--- src/rtl/mul_pkg.sv ---
// Shared definitions for the multiplier product unloader.
// Optional feature macro: MUL_OUT_PARITY_EN (adds out_parity to product_unloader).
package mul_pkg;

   // Operand width of the multiplier core; products are twice this wide.
   localparam int WIDTH  = 32;
   localparam int PROD_W = 2 * WIDTH;

   // Width of the completed-product counter.
   localparam int CNT_W  = 16;

   // Unloader FSM: idle, sending first half, sending second half.
   typedef enum logic [1:0] {
      IDLE   = 2'd0,
      SEND_A = 2'd1,
      SEND_B = 2'd2
   } state_e;

endpackage : mul_pkg

--- src/rtl/product_unloader.sv ---
// Splits each 2*WIDTH-bit signed product from the multiplier core into two
// WIDTH-bit words on a valid/ready stream. HI_FIRST selects which half leaves
// first. Back-to-back products are accepted during the second word's handshake
// so a continuous stream has no idle cycle between products.
// Optional feature macro: MUL_OUT_PARITY_EN adds out_parity, the registered
// XOR of out_data.
module product_unloader
   import mul_pkg::*;
#(
   parameter bit HI_FIRST = 1'b0
) (
   input  logic              clk,
   input  logic              rst,
   input  logic              prod_valid,
   input  logic [PROD_W-1:0] prod_data,
   output logic              prod_ready,
   output logic              out_valid,
   input  logic              out_ready,
   output logic [WIDTH-1:0]  out_data,
   output logic              out_last,
   output logic [CNT_W-1:0]  prod_count
`ifdef MUL_OUT_PARITY_EN
   ,
   output logic              out_parity
`endif
);

   state_e              state_q,      state_d;
   logic [PROD_W-1:0]   prod_q,       prod_d;
   logic [WIDTH-1:0]    out_data_q,   out_data_d;
   logic [CNT_W-1:0]    prod_count_q, prod_count_d;

   logic                prod_hs;
   logic                out_hs;

   // Handshake qualifiers for both sides of the unloader.
   assign prod_hs = prod_valid && prod_ready;
   assign out_hs  = out_valid  && out_ready;

   // Status outputs decoded straight from the state register, so reset clears them at once.
   assign out_valid  = (state_q != IDLE);
   assign out_last   = (state_q == SEND_B);
   assign out_data   = out_data_q;
   assign prod_count = prod_count_q;

   // Input ready: free in IDLE, busy in SEND_A, and able to chain a new product in SEND_B.
   always_comb begin
      // NOTE: every signal driven here gets a default first so no path leaves it unassigned (no latch).
      prod_ready = 1'b0;
      unique case (state_q)
         IDLE:    prod_ready = 1'b1;
         SEND_A:  prod_ready = 1'b0;
         SEND_B:  prod_ready = out_ready;
         default: prod_ready = 1'b0;
      endcase
   end

   // Next-state, product capture, output word selection and completed-product count.
   always_comb begin
      state_d      = state_q;
      prod_d       = prod_q;
      out_data_d   = out_data_q;
      prod_count_d = prod_count_q;

      unique case (state_q)
         IDLE: begin
            if (prod_hs) begin
               state_d    = SEND_A;
               prod_d     = prod_data;
               out_data_d = HI_FIRST ? prod_data[PROD_W-1:WIDTH] : prod_data[WIDTH-1:0];
            end
         end

         SEND_A: begin
            // The first word is already presented; on its handshake switch to the other half.
            if (out_hs) begin
               state_d    = SEND_B;
               out_data_d = HI_FIRST ? prod_q[WIDTH-1:0] : prod_q[PROD_W-1:WIDTH];
            end
         end

         SEND_B: begin
            if (out_hs) begin
               prod_count_d = prod_count_q + 1'b1;
               if (prod_hs) begin
                  // Chain the next product directly into its first word.
                  state_d    = SEND_A;
                  prod_d     = prod_data;
                  out_data_d = HI_FIRST ? prod_data[PROD_W-1:WIDTH] : prod_data[WIDTH-1:0];
               end else begin
                  state_d    = IDLE;
               end
            end
         end

         default: state_d = IDLE;
      endcase
   end

   // State, product and output registers; asynchronous reset drops any in-flight product.
   always_ff @(posedge clk or posedge rst) begin
      if (rst) begin
         state_q      <= IDLE;
         prod_q       <= '0;
         out_data_q   <= '0;
         prod_count_q <= '0;
      end else begin
         // NOTE: sequential state uses non-blocking assignments so all registers update together.
         state_q      <= state_d;
         prod_q       <= prod_d;
         out_data_q   <= out_data_d;
         prod_count_q <= prod_count_d;
      end
   end

`ifdef MUL_OUT_PARITY_EN
   logic out_parity_q;

   // Parity register loads together with out_data so the two always describe the same word.
   always_ff @(posedge clk or posedge rst) begin
      if (rst) begin
         out_parity_q <= 1'b0;
      end else begin
         out_parity_q <= ^out_data_d;
      end
   end

   assign out_parity = out_parity_q;
`endif

endmodule : product_unloader
--- config.mk ---
export PLATFORM = sky130hd
export DESIGN_NAME = product_unloader
export DESIGN_NICKNAME = d
export VERILOG_FILES = /design/src/rtl/mul_pkg.sv /design/src/rtl/product_unloader.sv
export SDC_FILE = /design/constraint.sdc
export NUM_CORES = 1
export LEC_CHECK = 0
export BUFFER_PORTS_ARGS = -buffer_cell sky130_fd_sc_hd__buf_2
export CORE_MARGIN = 5
export CORE_UTILIZATION = 30
export DETAILED_ROUTE_END_ITERATION = 10
export HOLD_SLACK_MARGIN = 0.15
export PLACE_DENSITY = 0.62
export RECOVER_POWER = 100
export SKIP_LAST_GASP = 1
export SLEW_MARGIN = 20
export SYNTH_ARGS = -nofsm -noshare
export SYNTH_HDL_FRONTEND = slang
export SYNTH_SLANG_ARGS = --single-unit
--- constraint.sdc ---
create_clock -name clk -period 6.74 [get_ports clk]
set_input_delay 1.011 -clock clk [delete_from_list [all_inputs] [get_ports clk]]
set_output_delay 1.011 -clock clk [all_outputs]
set_load 0.01 [all_outputs]
==> run metrics <==
Via density=4.524; Post-CTS Resized=0; clk buf depth=2; Power Total=1.875 mW; initial core utilization=30.66%; CP max FO=36; clock-pin slew on the worst setup and hold paths=0.06 ns; endpoints failing setup=0; overall routed net length=8112 µm; placed insts=around 540; Final Hold Viols=0; post-synth cell types=34; CTS Buf Count=9; die width=120.8 µm; Hold Buf Count CTS=0; IO buf count=about 120; Starting DRT DRC Count=75; root buffer cell=clkbuf_16; status=complete, but fails checks; CP top delay family=compound AO/OA/AOI/OAI gates; CP max stage delay=roughly 1.4 ns; final hold slack=0.4698 ns; #FFs+latches synth=82; Max-cap violations=2; Pint=approximately 1.2 mW; worst-skew pair later-pin latency=0.33 ns; Worst Setup SP=out_ready; Nets=approximately 470; routed wl met2=3984 µm; power density cells=around 420 nW/µm²; Clk pwr share=between 20% and 30%; # rows=40; Metal-1 WL=3543 µm; buffers plus inverters on the worst setup path=2; Filler Cells Inserted=1,252; fin worst setup slack=2.845 ns; antenna diode count=0; unrepaired setup endpoints after global routing=no; I/O pin total=approximately 120; clock sink count=about 80; Worst Skew=0.006437 ns; FF-to-FF Start=state_q[0]; post-synthesis sequential area ratio=a little under three fifths; pin count of the biggest net entering global routing=83; Crit path top cell by count=clkbuf_1; Crit Path Class=primary input to flop; Seq pwr share=between 40% and 50%; switch share=between 30% and 40%; synth-to-layout area growth=19.91%; Peak VDD IR=243.2 µV; HPWL after detailed placement=5842 µm; CP max-delay cell=a31oi_1; Routed Antenna Nets=0; Die ar.=14,590 µm²; Setup TNS=0 ns; Core ar.=12,010 µm²; fmax=256.8 MHz; min-delay src=prod_count[15]; final critical-path required period=roughly 3.9 ns; mapped cell area=3682 µm²; synth warn=0; first-pass GRT wire length=13,360 µm; most frequent cells in the layout=dfrtp_1 (82), buf_2 (67), clkbuf_1 (53), nand2_1 (39), mux2i_1 (32); placed cell areas=4349 µm²; H-tree Lvls=3; initial antenna violation count=0; Synth Area per Inst=roughly 13 µm²; Die Ht=120.8 µm; GRT overflow=0; static leakage=around 2.1 nW; failing checks=max-capacitance violations, max-slew violations; Critical Path RT=6.89 ns; DRT Pass-1 Iters=4; Top Metal Used=met4; Setup crit start kind=primary input; Setup WS pre-CTS=4.040 ns; via count=2,488; vias in the first global route=2,655; CTS tree=done; Wirelength per Cell=14.75 µm; Comb pwr share=32.3%; critical path cell sequence=clkbuf_1, nand2b_1, a31oi_1, clkbuf_1, o21ai_0; GPL Wtd Cong=0.7092; Post-Syn Nets=352; Final Core Density=36.76%; worst hold path class=flop to flop; crit end category=flop; Slew @ Worst Pin=1.947 ns; Post-Layout Cell Count=550; Post-CTS Setup Bufs=0; Gate Count Post-Synth=283; final instance area=4415 µm²; DRC=0; CP arrival=4.04 ns; Tcrit/Tclk final=57.78%; net switching power=634.5 µW; routed wl met3=505 µm; Total GRT Usage=11.74%; share of cells above drive strength 1=23.08%; max-slew violation count=63; commonest non-fill, non-tap cell in the layout=dfrtp_1; worst relative slew slack=-30.43%
## cells in the mapped netlist
cell type,instances,area [µm²]
mux2_4,30,450.4
and3_1,3,18.77
nor2b_1,1,6.260
mux2i_1,32,320.3
nand2b_4,1,13.76
mux2_2,3,33.78
a21o_2,1,8.760
or2_2,1,6.260
buf_2,4,20.02
nand4_1,5,31.28
ha_1,1,12.51
xnor2_1,14,122.6
nor4_1,1,6.260
clkbuf_2,2,10.01
nand2_1,39,146.4
o21ai_1,2,10.01
a211oi_1,1,7.510
a31oi_4,1,21.27
inv_2,1,3.750
and3b_2,1,10.01
nand3_1,6,30.03
o21ai_0,30,150.1
buf_6,1,11.26
inv_1,2,7.510
nor2_1,3,11.26
buf_4,6,45.04
nand2b_1,1,6.260
buf_12,3,60.06
and2_1,1,6.260
nor2b_4,1,13.76
dfrtp_1,82,2052
and4_1,1,8.760
and3_4,1,11.26
xor2_1,1,8.760
## routing by layer
metal | vias up | global-route usage (%)
met5 | - | 0
met4 | 0 | 3.399
met3 | 7 | 4.864
met2 | 72 | 19.04
met1 | 1203 | 14.35
li1 | 1206 | -
## power groups by stage
stage / logic, mW / clock network (mW) / registers (mW)
2_1_floorplan: 0.504 / 0 / 0.861
3_3_place_gp: 0.724 / 0 / 0.831
3_5_place_dp: 0.746 / 0 / 0.838
4_1_cts: 0.748 / 0.469 / 0.833
5_1_grt: 0.689 / 0.490 / 0.852
6_report: 0.605 / 0.444 / 0.825
## logic make-up after synthesis
kind of cell    count (synthesis)  share of synthesized area (%)
compound gates                 35                          5.369
xor+xnor                       15                          3.568
fa+ha+maj                       1                         0.3397
buf+inv                        19                          4.281
flops                          82                          55.73
mux                            65                          21.85
simple gates                   66                          8.869
## state kept, by name (all words and copies together), names as in the netlist
signal      cells
out_data       32
prod_q         32
prod_count     16
state_q         2
## final cells by class
| type | instances | area (µm²) | area share (%) |
|---|---|---|---|
| flip-flops and latches | 82 | 2052 | 46.47 |
| multi-input cells | 182 | 1334 | 30.21 |
| repair buffers | 121 | 561.8 | 12.72 |
| clock buffers | 12 | 256.5 | 5.809 |
| well taps | 147 | 183.9 | 4.165 |
| clock inverters | 3 | 15.01 | 0.3400 |
| inverters | 3 | 12.51 | 0.2834 |
## worst reg2reg max path, stage by stage (launching register included)
cell and delay, ns:
dfrtp_1 0.47, and3b_1 0.24, a31oi_1 1.37, clkbuf_1 1.02, o21ai_0 0.27
## worst paths after layout
check                            endpoint  slack (ns)  depth (start not counted)
min in group asynchronous    out_data[13]        0.92                          3
setup / recovery             out_data[21]        2.85                          5
max in group asynchronous    out_data[26]        5.32                          3
hold reg to reg            prod_count[15]        0.47                          1
hold / removal             prod_count[15]        0.47                          1
setup reg to reg             out_data[21]        3.20                          4
Power figures use the tool's default switching activity.
